### src/rtl/apb_mem_completer.sv
// APB completer memory with byte strobes, pseudo-random wait states,
// error signalling on bad addresses, and saturating read/write counters.

package apb_pkg;
  localparam int APB_ADDR_WIDTH = 32;
  localparam int APB_DATA_WIDTH = 32;
  localparam int APB_STRB_WIDTH = APB_DATA_WIDTH / 8;

  typedef struct packed {
    logic [APB_ADDR_WIDTH-1:0] addr;
    logic [APB_DATA_WIDTH-1:0] wdata;
    logic                      write;
    logic [APB_STRB_WIDTH-1:0] strb;
    logic [2:0]                prot;
  } apb_req_t;

  typedef struct packed {
    logic [APB_DATA_WIDTH-1:0] rdata;
  } apb_resp_t;
endpackage

module apb_mem_completer
  import apb_pkg::*;
#(
  parameter int                        DEPTH     = 32,
  parameter logic [APB_ADDR_WIDTH-1:0] BASE_ADDR = '0,
  parameter int                        MAX_WAIT  = 7,
  parameter logic [15:0]               SEED      = 16'hACE1
) (
  input  logic        clk,
  input  logic        rst,
  input  apb_req_t    i_apb_s_req,
  input  logic        i_apb_s_psel,
  input  logic        i_apb_s_penable,
  output apb_resp_t   o_apb_s_resp,
  output logic        o_apb_s_pready,
  output logic        o_apb_s_pslverr,
  output logic [31:0] o_rd_count,
  output logic [31:0] o_wr_count
);

  localparam int IDX_W = $clog2(DEPTH);
  localparam logic [APB_ADDR_WIDTH-1:0] WINDOW_BYTES = APB_ADDR_WIDTH'(DEPTH * 4);
  localparam logic [0:0] ST_IDLE = 1'b0;
  localparam logic [0:0] ST_WAIT = 1'b1;

  logic [0:0]                state_q, state_d;
  logic [15:0]               lfsr_q, lfsr_d;
  logic [7:0]                waitCnt_q, waitCnt_d;
  logic [APB_ADDR_WIDTH-1:0] addr_q;
  logic [APB_DATA_WIDTH-1:0] wdata_q;
  logic                      write_q;
  logic [APB_STRB_WIDTH-1:0] strb_q;
  logic [APB_DATA_WIDTH-1:0] mem_q [DEPTH];
  logic [31:0]               rdCount_q, wrCount_q;

  logic                      setupSeen;
  logic [15:0]               lfsrNext;
  logic [7:0]                waitLoad;
  logic [APB_ADDR_WIDTH-1:0] offset;
  logic                      addrOk;
  logic [IDX_W-1:0]          wordIdx;
  logic                      pready;
  logic                      completeOk;
  logic                      unusedProt;

  // prot carries no meaning for this memory
  assign unusedProt = ^i_apb_s_req.prot;

  assign setupSeen = (state_q == ST_IDLE) && i_apb_s_psel && !i_apb_s_penable;

  // Galois LFSR, taps 16,14,13,11, shifting towards bit 0
  assign lfsrNext = {1'b0, lfsr_q[15:1]} ^ (lfsr_q[0] ? 16'hB400 : 16'h0000);
  assign waitLoad = 8'(32'(lfsr_q[7:0]) % 32'(MAX_WAIT + 1));

  // Window decode uses full-width subtraction; addresses below BASE_ADDR are rejected explicitly
  assign offset  = addr_q - BASE_ADDR;
  assign addrOk  = (addr_q >= BASE_ADDR) && (offset < WINDOW_BYTES) && (addr_q[1:0] == 2'b00);
  assign wordIdx = offset[2 +: IDX_W];

  assign pready     = (state_q == ST_WAIT) && (waitCnt_q == 8'd0) && i_apb_s_psel && i_apb_s_penable;
  assign completeOk = pready && addrOk;

  assign o_apb_s_pready    = pready;
  assign o_apb_s_pslverr   = pready && !addrOk;
  assign o_apb_s_resp.rdata = (completeOk && !write_q) ? mem_q[wordIdx] : '0;
  assign o_rd_count        = rdCount_q;
  assign o_wr_count        = wrCount_q;

  // Next-state logic: accept setup in IDLE, count down wait states, abort on dropped psel
  always_comb begin
    state_d   = state_q;
    waitCnt_d = waitCnt_q;
    lfsr_d    = lfsr_q;
    if (state_q == ST_IDLE) begin
      if (setupSeen) begin
        state_d   = ST_WAIT;
        waitCnt_d = waitLoad;
        lfsr_d    = lfsrNext;
      end
    end else begin
      if (!i_apb_s_psel) begin
        state_d = ST_IDLE;
      end else if (waitCnt_q != 8'd0) begin
        waitCnt_d = waitCnt_q - 8'd1;
      end else if (i_apb_s_penable) begin
        state_d = ST_IDLE;
      end
    end
  end

  // FSM, wait counter and LFSR registers
  always_ff @(posedge clk or posedge rst) begin
    if (rst) begin
      state_q   <= ST_IDLE;
      waitCnt_q <= 8'd0;
      lfsr_q    <= SEED;
    end else begin
      state_q   <= state_d;
      waitCnt_q <= waitCnt_d;
      lfsr_q    <= lfsr_d;
    end
  end

  // Request fields are captured once at setup and held for the whole transfer
  always_ff @(posedge clk or posedge rst) begin
    if (rst) begin
      addr_q  <= '0;
      wdata_q <= '0;
      write_q <= 1'b0;
      strb_q  <= '0;
    end else if (setupSeen) begin
      addr_q  <= i_apb_s_req.addr;
      wdata_q <= i_apb_s_req.wdata;
      write_q <= i_apb_s_req.write;
      strb_q  <= i_apb_s_req.strb;
    end
  end

  // Storage array: byte lanes written only on a successful write completion
  always_ff @(posedge clk or posedge rst) begin
    if (rst) begin
      for (int w = 0; w < DEPTH; w++) begin
        mem_q[w] <= '0;
      end
    end else if (completeOk && write_q) begin
      for (int b = 0; b < APB_STRB_WIDTH; b++) begin
        if (strb_q[b]) begin
          mem_q[wordIdx][8*b +: 8] <= wdata_q[8*b +: 8];
        end
      end
    end
  end

  // Saturating counters of successful reads and writes
  always_ff @(posedge clk or posedge rst) begin
    if (rst) begin
      rdCount_q <= '0;
      wrCount_q <= '0;
    end else if (completeOk) begin
      if (write_q && (wrCount_q != 32'hFFFF_FFFF)) begin
        wrCount_q <= wrCount_q + 32'd1;
      end
      if (!write_q && (rdCount_q != 32'hFFFF_FFFF)) begin
        rdCount_q <= rdCount_q + 32'd1;
      end
    end
  end

endmodule

### config.mk
export PLATFORM = sky130hd
export DESIGN_NAME = apb_mem_completer
export DESIGN_NICKNAME = d
export VERILOG_FILES = /design/src/rtl/apb_mem_completer.sv
export SDC_FILE = /design/constraint.sdc
export NUM_CORES = 2
export LEC_CHECK = 0
export ABC_AREA = 1
export CORE_MARGIN = 1.5
export CORE_UTILIZATION = 60
export DETAILED_ROUTE_END_ITERATION = 6
export PLACE_DENSITY = 0.78
export RECOVER_POWER = 50
export SLEW_MARGIN = 20
export SYNTH_ARGS = -nofsm -noshare
export SYNTH_HDL_FRONTEND = slang
export SYNTH_SLANG_ARGS = --single-unit
### constraint.sdc
create_clock -name clk -period 73.3 [get_ports clk]
set_input_delay 18.325 -clock clk [delete_from_list [all_inputs] [get_ports clk]]
set_output_delay 18.325 -clock clk [all_outputs]
set_load 0.03 [all_outputs]
======== After elaboration in Yosys (flattened, before gate mapping) ========
Cells that the tools add are included.
word-level totals
  input bits .............................. 76
  bits in registers ....................... 1182
  output and inout bits ................... 98
cells by class
  $lt $le $gt $ge ......................... 4
  reduce and logical (&&, ||, !) cells .... 25
  bitwise logic cells ..................... 3
  $add $sub $neg .......................... 3
  equality and inequality tests ........... 4
  multiplexer cells ....................... 33
operator list
  operator                                                      count
  2-to-1 mux 1024 bit                                           7
  bitwise mux 1024 bit                                          4
  demux 32 bit (select 5 bit)                                   4
  binary-select mux 32 bit (select 5 bit)                       1
  2-to-1 mux 32 bit                                             4
  adder 32 x 1 -> 32 bit (second input constant)                2
  != test 32 bit (second input constant)                        2
  2-to-1 mux 8 bit                                              5
  >= comparator 32 x 1 -> 1 bit (second input constant)         1
  less-than comparator 32 x 8 -> 1 bit (second input constant)  1
  2-to-1 mux 16 bit                                             2
  2-to-1 mux 24 bit                                             1
  XOR 15 x 16 -> 16 bit                                         1
  logical AND 1 bit                                             14
  zero test 8 bit                                               1
  nonzero test 8 bit                                            1
  subtractor 8 x 1 -> 8 bit (second input constant)             1
  >= comparator 6 bit (second input constant)                   1
  less-than comparator 6 x 1 -> 1 bit (second input constant)   1
  inverter 5 -> 6 bit                                           1
  AND reduction 2 bit                                           3
  2-to-1 mux 1 bit                                              5
  zero test 1 bit                                               3
  AND reduction 3 bit                                           1
  other kinds (5)                                               5

======== Logic depth before layout (Yosys ltp) ========
  depth after elaboration ................. 16
  depth in mapped cells ................... 13
  gate-level depth less buffers ........... 11

======== Worst setup path before layout ========
Ideal clock, no wire load.
  path kind ............................... input-to-output
  start point ............................. input port i_apb_s_psel
  end point ............................... output port o_apb_s_resp[0] (netlist name)
  cell stages on the path ................. 5
  arrival time ............................ 19798 ps
  setup slack ............................. 35177 ps
  cell sequence ........................... nand3_2 nor3_4 nand3_1 clkbuf_1 nor2_1
RTL lines
  item             line  source
  start, declared  33    input logic i_apb_s_psel,
  end, declared    35    output apb_resp_t o_apb_s_resp,

==> impl_metrics.py <==
metrics = {
    "status": {
        "status": "finished with violations",
        "violations": "design-rule violations, max-capacitance violations, max-slew violations",
    },
    "hold_path": {
        "min_to": "lfsr_q[7]$_DFFE_PP1P_",
        "whs_path_depth": 2,
        "hold_path_class": "flop to flop",
        "hold_start": "lfsr_q[7]$_DFFE_PP1P_",
    },
    "route": {
        "remaining_drc_errors": 6,
        "first_iter_violations": 7657,
        "drt-wirelength-per-cell_um": 20.39,
        "via_per_inst": 5.918,
        "firstDrtPassIters": 7,
        "vias": 57049,
        "drt_wl_total_um": 196600,
        "antenna_left": 0,
    },
    "cts": {
        "cts_tree": "built",
        "cts_resized": 0,
        "hold_buffers": 0,
        "numCtsBuffers": 121,
        "clock_latency_ns": 0.72,
        "htreeDepth": 3,
        "postCtsSetupRepairBufs": 0,
        "clock_path_buffers": 3,
        "clock_sinks": 1182,
        "clk_pin_slew_ns": 0.06,
        "clockRootBuffer": "clkbuf_16",
    },
    "sta": {
        "relSlewSlack": -5.964,
        "fmax_mhz": 24.93,
        "setup-tns-final_ns": 0,
        "clock_skew_ns": 0.02246,
        "finalCritPeriodShare": 0.5472,
        "rsz0062_at_grt": "no",
        "setup_viol": 0,
        "worstMarginPinSlew_ns": 10.45,
        "finalHoldViolations": 0,
        "slew_violations": 1494,
        "period_minus_slack_ns": 40.11,
    },
    "worst_setup_path": {
        "reg2reg_depth": 9,
        "path_max_fanout": 32,
        "cpMaxStageDelayCell": "nor3_1",
        "cp.required_ns": 54.98,
        "critPathKind": "input port to output pin",
        "worstSetupEndpointType": "output pin",
        "cp_top_family": "simple AND/OR/NAND/NOR gates",
        "r2r_slack_ns": 61.28,
        "worstPathArrival_ns": 21.78,
        "startpoint_type": "input port",
        "worst_path_largest_cell_delay_ns": 0.97,
        "critPathBufInv": 2,
        "rr_startpoint": "waitCnt_q[0]$_DFFE_PP0P_",
        "cp_cell_sequence": "dlygate4sd3_1, nand3_1, nor3_1, nand3_4, a21oi_1, clkdlybuf4s50_1",
        "rr_endpoint": "mem_q[1010]$_DFFE_PP0P_",
    },
    "yosys": {
        "ys_seq_elements": 1182,
        "ys_types": 33,
        "syn-num-nets": 8479,
        "syn_area_per_cell_um2": 7.518,
        "async_flop_share": 1.000,
        "synth_edf_count": 0,
        "syn_area_um2": 63140,
        "ys.warnings.count": 0,
        "synthCells": 8399,
        "synth-main-ff-cell": "dfrtp_1",
        "ys_seq_area_frac": 0.4686,
    },
    "finish": {
        "n_fill_cell": 8747,
        "nets": 8231,
        "area_delta_synth_final_pct": 8.824,
        "drive_gt1_frac": 0.04638,
        "final_core_util": 0.6611,
    },
    "global_route": {
        "antenna_found_initial": 1,
        "grt_max_degree": 236,
        "grt_pass1_vias": 54051,
        "grt_pass1_wl_um": 306600,
        "grt_usage": 0.3611,
        "grt_overflow": 0,
    },
    "job": {
        "maxCapViolCount": 19,
    },
    "power_and_ir_drop": {
        "vdd.ir_drop.worst_v": 0.00002134,
        "pwr_density_cell_nw_per_um2": 23.77,
        "leakage_uw": 0.03413,
    },
    "die": {
        "dieHeight_um": 327.4,
        "start_util": 0.6075,
        "row_count": 118,
        "ioPinCount": 174,
        "die-area_um2": 107200,
        "core_um2": 103900,
        "die_w_um": 327.4,
    },
    "placement": {
        "place_congestion": 0.9279,
        "hpwl_um": 110700,
        "place.port_buffers": 170,
    },
}
## where the power goes
part	total, uW	switching [uW]	internal [uW]
Sequential	685	15.6	670
Clock	640	268	372
Combinational	308	256	51.5
Total	1630	540	1090
## final cells by class
type | count | area [um2] | area share
Sequential cell | 1182 | 29590 | 0.4306
Multi-Input combinational cell | 5668 | 27320 | 0.3976
Clock inverter | 39 | 404.1 | 0.005881
Timing Repair Buffer | 296 | 2658 | 0.03867
Clock buffer | 191 | 3699 | 0.05382
Inverter | 882 | 3314 | 0.04823
Antenna cell | 2 | 5.005 | 0.00007283
Tap cell | 1380 | 1727 | 0.02513
## layout by cell type (no fill, tap or decap), types with 66 or more instances in the layout
| cell | count |
|---|---|
| a22oi_1 | 290 |
| clkdlybuf4s50_1 | 104 |
| clkbuf_16 | 127 |
| dlygate4sd3_1 | 66 |
| a21oi_1 | 98 |
| nand2_1 | 2560 |
| o21bai_1 | 768 |
| nor2_1 | 675 |
| inv_1 | 847 |
| nand3_1 | 1098 |
| dfrtp_1 | 1172 |
| buf_4 | 107 |
## cell usage after synthesis, types with 2 or more instances
library cell,count,area share
nand2_1,2561,0.15
dfrtp_1,1174,0.47
nand3_1,1097,0.087
inv_1,856,0.051
o21bai_1,768,0.091
nor2_1,698,0.041
clkbuf_1,337,0.020
a22oi_1,290,0.034
buf_2,144,0.011
a21oi_1,99,0.0078
buf_1,82,0.0049
buf_4,75,0.0089
o21ai_0,32,0.0025
xor2_1,30,0.0042
clkbuf_2,29,0.0023
nor3_1,25,0.0020
inv_2,24,0.0014
nand3b_1,19,0.0023
nand4_1,15,0.0015
dfstp_2,8,0.0033
xnor2_1,7,0.00097
nor2_2,6,0.00059
nand2_2,5,0.00050
ha_1,4,0.00079
nor3_2,3,0.00048
clkinv_1,2,0.00012
nor4_1,2,0.00020
o31ai_1,2,0.00024
## flip-flops by register name (all words and copies together) (netlist names)
register / flops
waitCnt_q: 8
addr_q: 32
wdata_q: 32
mem_q: 1024
state_q: 1
lfsr_q: 16
strb_q: 4
o_rd_count: 32
o_wr_count: 32
write_q: 1
## layer usage
layer / GRT usage / vias up / wire length, um / part of all wire
met4: 0.1287 / 0 / 7154 / 0.036
met3: 0.09519 / 534 / 25400 / 0.13
met5: 0 / - / 0 / 0
li1: - / 26078 / - / -
met1: 0.5016 / 27093 / 76930 / 0.39
met2: 0.5469 / 3344 / 87080 / 0.44
## worst max-delay path by stage
| stage | startpoint | endpoint | slack [ns] | depth (start not counted) |
|---|---|---|---|---|
| floorplan | rst | addr_q[0]$_DFFE_PP0P_ | 21.69 | 1 |
| global placement | i_apb_s_penable | o_apb_s_resp[30] | 33.39 | 6 |
| detailed placement | i_apb_s_penable | o_apb_s_resp[30] | 33.36 | 6 |
| CTS | i_apb_s_penable | o_apb_s_resp[30] | 33.35 | 6 |
| global route | i_apb_s_psel | o_apb_s_resp[30] | 32.98 | 6 |
| finish | i_apb_s_psel | o_apb_s_resp[30] | 33.19 | 6 |
## through the flow
step	setup WS (ns)	instance area (um2)	total power, uW	std cells	hold slack (ns)
after floorplan	21.69	63140	875.7	8399	0.4422
after global placement	33.39	64760	988.5	9407	0.4514
after detailed placement	33.36	64780	991.8	9408	0.4575
after CTS	33.35	68880	1624	9638	0.4659
after global routing	32.98	68710	1676	9639	0.4870
final	33.19	68720	1634	9640	0.4653
## worst min-delay path, delay by kind of cell, from the launching register on
| kind | cells | cell delay, ns |
|---|---|---|
| DFF | 1 | 0.37 |
| and+or+nand+nor | 2 | 0.09 |
## cell families after synthesis
group	count (synthesis)	share of synthesized area
buffers and inverters	1549	0.09997
AND/OR/NAND/NOR	4434	0.2889
AO/OA/AOI/OAI	1193	0.1367
adder cells (fa/ha/maj)	4	0.0007926
flip-flops	1182	0.4686
XOR/XNOR	37	0.005132
(Power assumes the default switching activity.)
